[src/rtl/alu_pkg.sv]
// Shared ALU definitions: default widths, opcode constants and the UART-side FSM encoding.
package alu_pkg;

  localparam int unsigned SIZEDATA_DEF = 8;
  localparam int unsigned SIZEOP_DEF   = 6;

  localparam logic [5:0] OP_ADD = 6'b100000;
  localparam logic [5:0] OP_SUB = 6'b100010;
  localparam logic [5:0] OP_AND = 6'b100100;
  localparam logic [5:0] OP_OR  = 6'b100101;
  localparam logic [5:0] OP_XOR = 6'b100110;
  localparam logic [5:0] OP_NOR = 6'b100111;
  localparam logic [5:0] OP_SRL = 6'b000010;
  localparam logic [5:0] OP_SRA = 6'b000011;

  typedef enum logic [2:0] {
    GET_A    = 3'd0,
    GET_B    = 3'd1,
    GET_OP   = 3'd2,
    EXEC     = 3'd3,
    SEND_RES = 3'd4,
    WAIT_RES = 3'd5,
    SEND_CRY = 3'd6,
    WAIT_CRY = 3'd7
  } state_e;

endpackage

[src/rtl/alu_uart_if_if.sv]
// Bus bundle between the UART/ALU glue and its surroundings (receiver, transmitter, ALU).
interface alu_uart_if_if
  import alu_pkg::*;
#(
  parameter int unsigned SIZEDATA = SIZEDATA_DEF,
  parameter int unsigned SIZEOP   = SIZEOP_DEF
);

  logic                RX_DONE;
  logic [SIZEDATA-1:0] RX_DATA;
  logic                TX_DONE;
  logic                TX_START;
  logic [SIZEDATA-1:0] TX_DATA;
  logic [SIZEDATA-1:0] DATOA;
  logic [SIZEDATA-1:0] DATOB;
  logic [SIZEOP-1:0]   OPCODE;
  logic [SIZEDATA-1:0] RESULT;
  logic                CARRY;
  logic                BUSY;

  modport slave (
    input  RX_DONE, RX_DATA, TX_DONE, RESULT, CARRY,
    output TX_START, TX_DATA, DATOA, DATOB, OPCODE, BUSY
  );

  modport master (
    output RX_DONE, RX_DATA, TX_DONE, RESULT, CARRY,
    input  TX_START, TX_DATA, DATOA, DATOB, OPCODE, BUSY
  );

endinterface

[src/rtl/alu_uart_if.sv]
// Collects operand A, operand B and opcode from the UART receiver, then sends the ALU result
// (and, with ALU_UART_IF_CARRY_EN defined, a second byte holding the carry) to the transmitter.
module alu_uart_if
  import alu_pkg::*;
#(
  parameter int unsigned SIZEDATA = SIZEDATA_DEF,
  parameter int unsigned SIZEOP   = SIZEOP_DEF
) (
  input  logic          CLK,
  input  logic          RST_N,
  alu_uart_if_if.slave  bus
);

  state_e              state_q;
  logic [SIZEDATA-1:0] dato_a_q;
  logic [SIZEDATA-1:0] dato_b_q;
  logic [SIZEOP-1:0]   opcode_q;
  logic [SIZEDATA-1:0] tx_data_q;
  logic                tx_start_q;
  logic                busy_q;

  // Sequencer; BUSY and TX_START are updated on the same edge as the state they describe.
  always_ff @(posedge CLK or negedge RST_N) begin
    if (!RST_N) begin
      state_q    <= GET_A;
      dato_a_q   <= '0;
      dato_b_q   <= '0;
      opcode_q   <= '0;
      tx_data_q  <= '0;
      tx_start_q <= 1'b0;
      busy_q     <= 1'b0;
    end else begin
      tx_start_q <= 1'b0;
      case (state_q)
        GET_A: if (bus.RX_DONE) begin
          dato_a_q <= bus.RX_DATA;
          busy_q   <= 1'b1;
          state_q  <= GET_B;
        end
        GET_B: if (bus.RX_DONE) begin
          dato_b_q <= bus.RX_DATA;
          state_q  <= GET_OP;
        end
        GET_OP: if (bus.RX_DONE) begin
          opcode_q <= bus.RX_DATA[SIZEOP-1:0];
          state_q  <= EXEC;
        end
        EXEC: begin
          tx_data_q  <= bus.RESULT;
          tx_start_q <= 1'b1;
          state_q    <= SEND_RES;
        end
        SEND_RES: state_q <= WAIT_RES;
        WAIT_RES: if (bus.TX_DONE) begin
`ifdef ALU_UART_IF_CARRY_EN
          tx_data_q  <= {{(SIZEDATA-1){1'b0}}, bus.CARRY};
          tx_start_q <= 1'b1;
          state_q    <= SEND_CRY;
`else
          busy_q  <= 1'b0;
          state_q <= GET_A;
`endif
        end
`ifdef ALU_UART_IF_CARRY_EN
        SEND_CRY: state_q <= WAIT_CRY;
        WAIT_CRY: if (bus.TX_DONE) begin
          busy_q  <= 1'b0;
          state_q <= GET_A;
        end
`endif
        default: begin
          busy_q  <= 1'b0;
          state_q <= GET_A;
        end
      endcase
    end
  end

  assign bus.DATOA    = dato_a_q;
  assign bus.DATOB    = dato_b_q;
  assign bus.OPCODE   = opcode_q;
  assign bus.TX_DATA  = tx_data_q;
  assign bus.TX_START = tx_start_q;
  assign bus.BUSY     = busy_q;

endmodule

[src/flat_wrapper.sv]
// flat-port wrapper written by rule: the top's interface ports become plain ports
module alu_uart_if_flat import alu_pkg::*;
#(
  parameter int unsigned SIZEDATA = SIZEDATA_DEF,
  parameter int unsigned SIZEOP   = SIZEOP_DEF
)
  (CLK, RST_N, bus_RX_DONE, bus_RX_DATA, bus_TX_DONE, bus_RESULT, bus_CARRY, bus_TX_START, bus_TX_DATA, bus_DATOA, bus_DATOB, bus_OPCODE, bus_BUSY);
  alu_uart_if_if #(.SIZEDATA(SIZEDATA), .SIZEOP(SIZEOP)) bus_i ();
  input  logic CLK;
  input  logic RST_N;
  input wire logic [$bits(bus_i.RX_DONE)-1:0] bus_RX_DONE;
  input wire logic [$bits(bus_i.RX_DATA)-1:0] bus_RX_DATA;
  input wire logic [$bits(bus_i.TX_DONE)-1:0] bus_TX_DONE;
  input wire logic [$bits(bus_i.RESULT)-1:0] bus_RESULT;
  input wire logic [$bits(bus_i.CARRY)-1:0] bus_CARRY;
  output wire logic [$bits(bus_i.TX_START)-1:0] bus_TX_START;
  output wire logic [$bits(bus_i.TX_DATA)-1:0] bus_TX_DATA;
  output wire logic [$bits(bus_i.DATOA)-1:0] bus_DATOA;
  output wire logic [$bits(bus_i.DATOB)-1:0] bus_DATOB;
  output wire logic [$bits(bus_i.OPCODE)-1:0] bus_OPCODE;
  output wire logic [$bits(bus_i.BUSY)-1:0] bus_BUSY;
  assign bus_i.RX_DONE = bus_RX_DONE;
  assign bus_i.RX_DATA = bus_RX_DATA;
  assign bus_i.TX_DONE = bus_TX_DONE;
  assign bus_i.RESULT = bus_RESULT;
  assign bus_i.CARRY = bus_CARRY;
  assign bus_TX_START = bus_i.TX_START;
  assign bus_TX_DATA = bus_i.TX_DATA;
  assign bus_DATOA = bus_i.DATOA;
  assign bus_DATOB = bus_i.DATOB;
  assign bus_OPCODE = bus_i.OPCODE;
  assign bus_BUSY = bus_i.BUSY;
  alu_uart_if #(.SIZEDATA(SIZEDATA), .SIZEOP(SIZEOP)) u_core (.CLK(CLK), .RST_N(RST_N), .bus(bus_i));
endmodule
[config.mk]
export PLATFORM = sky130hd
export DESIGN_NAME = alu_uart_if_flat
export DESIGN_NICKNAME = d
export VERILOG_FILES = /design/src/rtl/alu_pkg.sv /design/src/rtl/alu_uart_if_if.sv /design/src/rtl/alu_uart_if.sv /design/src/flat_wrapper.sv
export SDC_FILE = /design/constraint.sdc
export NUM_CORES = 1
export LEC_CHECK = 0
export BUFFER_PORTS_ARGS = -buffer_cell sky130_fd_sc_hd__buf_4
export CORE_AREA = 2 2 72 74
export DETAILED_ROUTE_END_ITERATION = 10
export DIE_AREA = 0 0 74 76
export PLACE_DENSITY_LB_ADDON = 0.05
export SLEW_MARGIN = 15
export SYNTH_ARGS = -nofsm -noshare
export SYNTH_HDL_FRONTEND = slang
export SYNTH_SLANG_ARGS = --single-unit
[constraint.sdc]
create_clock -name CLK -period 1.82 [get_ports CLK]
set_input_delay 0.273 -clock CLK [delete_from_list [all_inputs] [get_ports CLK]]
set_output_delay 0.273 -clock CLK [all_outputs]
set_load 0.01 [all_outputs]
==> results.ini <==
[power]
p_per_area_nw_per_um2 = 1813
pwr-share-clk_pct = 15.5
p_int_mw = 2.470
pwr-share-comb_pct = 44.7
seqPwrFrac_pct = 39.8
switching_share_pct = 31.03
p_leak_nw = 0.9394
ir_drop_v = 0.0006174
switching_power_mw = 1.111

[status]
status = finished, final reports clean

[drt]
drt_iter0_drc = 21
firstDrtPassIters = 4
avgViaCountPerCell = 4.324
postRouteWirelength_um = 2883
wl_per_cell_um = 13.54
vias = 921
drc = 0
ant_nets = 0

[synth]
ys_warn_count = 0
ys_top_cells_by_area = dfrtp_1, mux2_2, mux2_4, buf_6, buf_2
synth-adder-area-share_pct = 0
synth_cells = 87
synth_xor_area_share_pct = 0
yosysTopAreaCellShare_pct = 61.89
synth_top_family_by_area = multiplexers
yosysUniqueCellTypes = 16
synth_mux_area_share_pct = 25.99
yosysSeqAreaShare_pct = 61.89
synth-seq-cells = 35
synth_area_um2 = 1415
synth.avg_cell_area_um2 = 16.27
synthSimpleGateAreaFrac_pct = 6.189
yosysTopAreaCell = dfrtp_1
synth_nets = 108
synth_compound_area_share_pct = 2.653

[setup_path]
crit_type = reg -> reg
path_max_fanout = 9
r2r-start = u_core.state_q[1]
reg2reg_depth = 2
crit_arrival_ns = 1.76
setup.worst_path.start_class = flip-flop
rrSetupSlack_ns = 0.23
worstPathRequired_ns = 1.99
r2r_end = u_core.bus.DATOA[5]
end_kind = flip-flop

[worst_hold_path]
holdCritStartpoint = bus_RESULT[2]
hold_path.class = in -> reg
hold_end = u_core.bus.TX_DATA[2]
min_path_cells = 2

[floorplan]
initial_utilization_pct = 28.81
die_x_um = 74
core_um2 = 4912
die_area_um2 = 5624
die_y_um = 76
fp-row-count = 26
ios = 53

[clocking]
cts_hold_buffers = 1
cts.path.max_buffers = 2
clk_latency_ns = 0.28
cts_tree = yes
cts_setup_buffers = 0
clock-root-buffer = clkbuf_8
cts_resized = 0
path_clk_slew_ns = 0.07
cts_made_buffers = 5
clock_sinks = 35
htreeDepth = 2

[final_layout]
area_growth_pct = 39.61
num-nets-final = 164
diodes = 0
final.fill_count = 476
multi_input_area_um2 = 505.5
final_common_cell = buf_4
regArea_um2 = 875.8
final_util_pct = 40.22
drive_gt1_share_pct = 66.43
mostFrequentLayoutCells = buf_4, dfrtp_1, mux2_2

[sta]
clock-skew-final_ns = 0.005179
tightest_slew_ns = 0.4529
timing.slew.headroom_pct = 69.71
max_freq_mhz = 629.5
period_minus_slack_ns = 1.589
rsz0062_at_grt = no
slew_viol_final = 0
final_hold_viol_count = 0
setup_viol = 0
period_share_pct = 87.28
finalSetupTns_ns = 0

[global_route]
grt_start_max_net_pins = 36
overflow = 0
track_usage_pct = 11.15
grt_first_pass_wirelength_um = 4705
first_global_vias = 941
antenna_found_initial = 0

[place]
portBuffers = 51
place_congestion = 0.7002

[flow_run]
drv_cap = 0

==> power groups by stage <==
| stage | sequential [mW] | clock, mW | combinational [mW] |
|---|---|---|---|
| after floorplan | 1.54 | 0 | 0.794 |
| after CTS | 1.43 | 0.585 | 1.63 |
| after global routing | 1.49 | 0.622 | 1.74 |
| after global placement | 1.42 | 0 | 1.61 |
| final | 1.43 | 0.556 | 1.60 |
| after detailed placement | 1.44 | 0 | 1.63 |
==> registers in the layout, summed over array words and instances (netlist names) <==
register	count
u_core.bus.TX_START	1
u_core.state_q	3
u_core.bus.OPCODE	6
u_core.bus.BUSY	1
u_core.bus.DATOB	8
u_core.bus.TX_DATA	8
u_core.bus.DATOA	8
==> worst max-delay path, stage by stage (launching register included) <==
cell	delay (ns)
dfrtp_1	0.47
or4b_4	0.67
mux2_4	0.34
==> worst max path at each step <==
| stage | startpoint | endpoint | slack, ns | cells past startpoint |
|---|---|---|---|---|
| finish | u_core.state_q[1] | u_core.bus.DATOA[5] | 0.23 | 2 |
| global route | u_core.state_q[1] | u_core.bus.DATOA[2] | 0.17 | 2 |
| CTS | u_core.state_q[1] | u_core.bus.DATOA[5] | 0.23 | 2 |
| detailed placement | u_core.state_q[1] | u_core.bus.DATOA[5] | 0.23 | 2 |
| global placement | u_core.state_q[1] | u_core.bus.DATOA[7] | 0.25 | 2 |
| floorplan | u_core.state_q[1] | u_core.bus.DATOA[0] | 0.28 | 4 |
==> per-layer routing <==
layer  wire [um]  global-route usage, %  vias up
met5           0                      0        -
met3         203                  5.159        6
met4          41                  3.818        0
met1        1234                  13.33      457
li1            -                      -      422
met2        1404                  17.50       36
==> metrics by stage <==
stage	cells	total power [mW]	setup WS [ns]	cell area, um2	hold slack, ns
finish	213	3.581	0.2315	1976	0.2185
global route	213	3.846	0.1748	1976	0.2017
CTS	213	3.643	0.2269	1976	0.2075
detailed placement	205	3.069	0.2316	1878	0.2577
global placement	205	3.028	0.2472	1878	0.2518
floorplan	87	2.331	0.2774	1415	-0.02259
==> cell type report <==
| class | instances | area share, % |
|---|---|---|
| Sequential cell | 35 | 44.33 |
| Tap cell | 70 | 4.433 |
| Timing Repair Buffer | 55 | 21.03 |
| Inverter | 1 | 0.1900 |
| Clock buffer | 6 | 4.180 |
| Clock inverter | 1 | 0.2533 |
| Multi-Input combinational cell | 45 | 25.59 |
==> cell families after synthesis <==
kind of cell           Yosys count
muxes                           30
and+or+nand+nor                 10
buffers and inverters            7
AOI/OAI and AO/OA                5
DFF                             35
==> cell usage after synthesis <==
master / number
buf_6: 2
mux2_4: 8
nand3b_1: 2
a21oi_1: 2
nor2b_1: 1
a211o_1: 2
nor4b_1: 2
nor4bb_1: 2
or2b_1: 1
a21bo_2: 1
nor3b_1: 1
or4b_4: 1
dfrtp_1: 35
buf_2: 4
mux2_2: 22
inv_1: 1
Note: power is estimated with default switching activity, not from simulation.
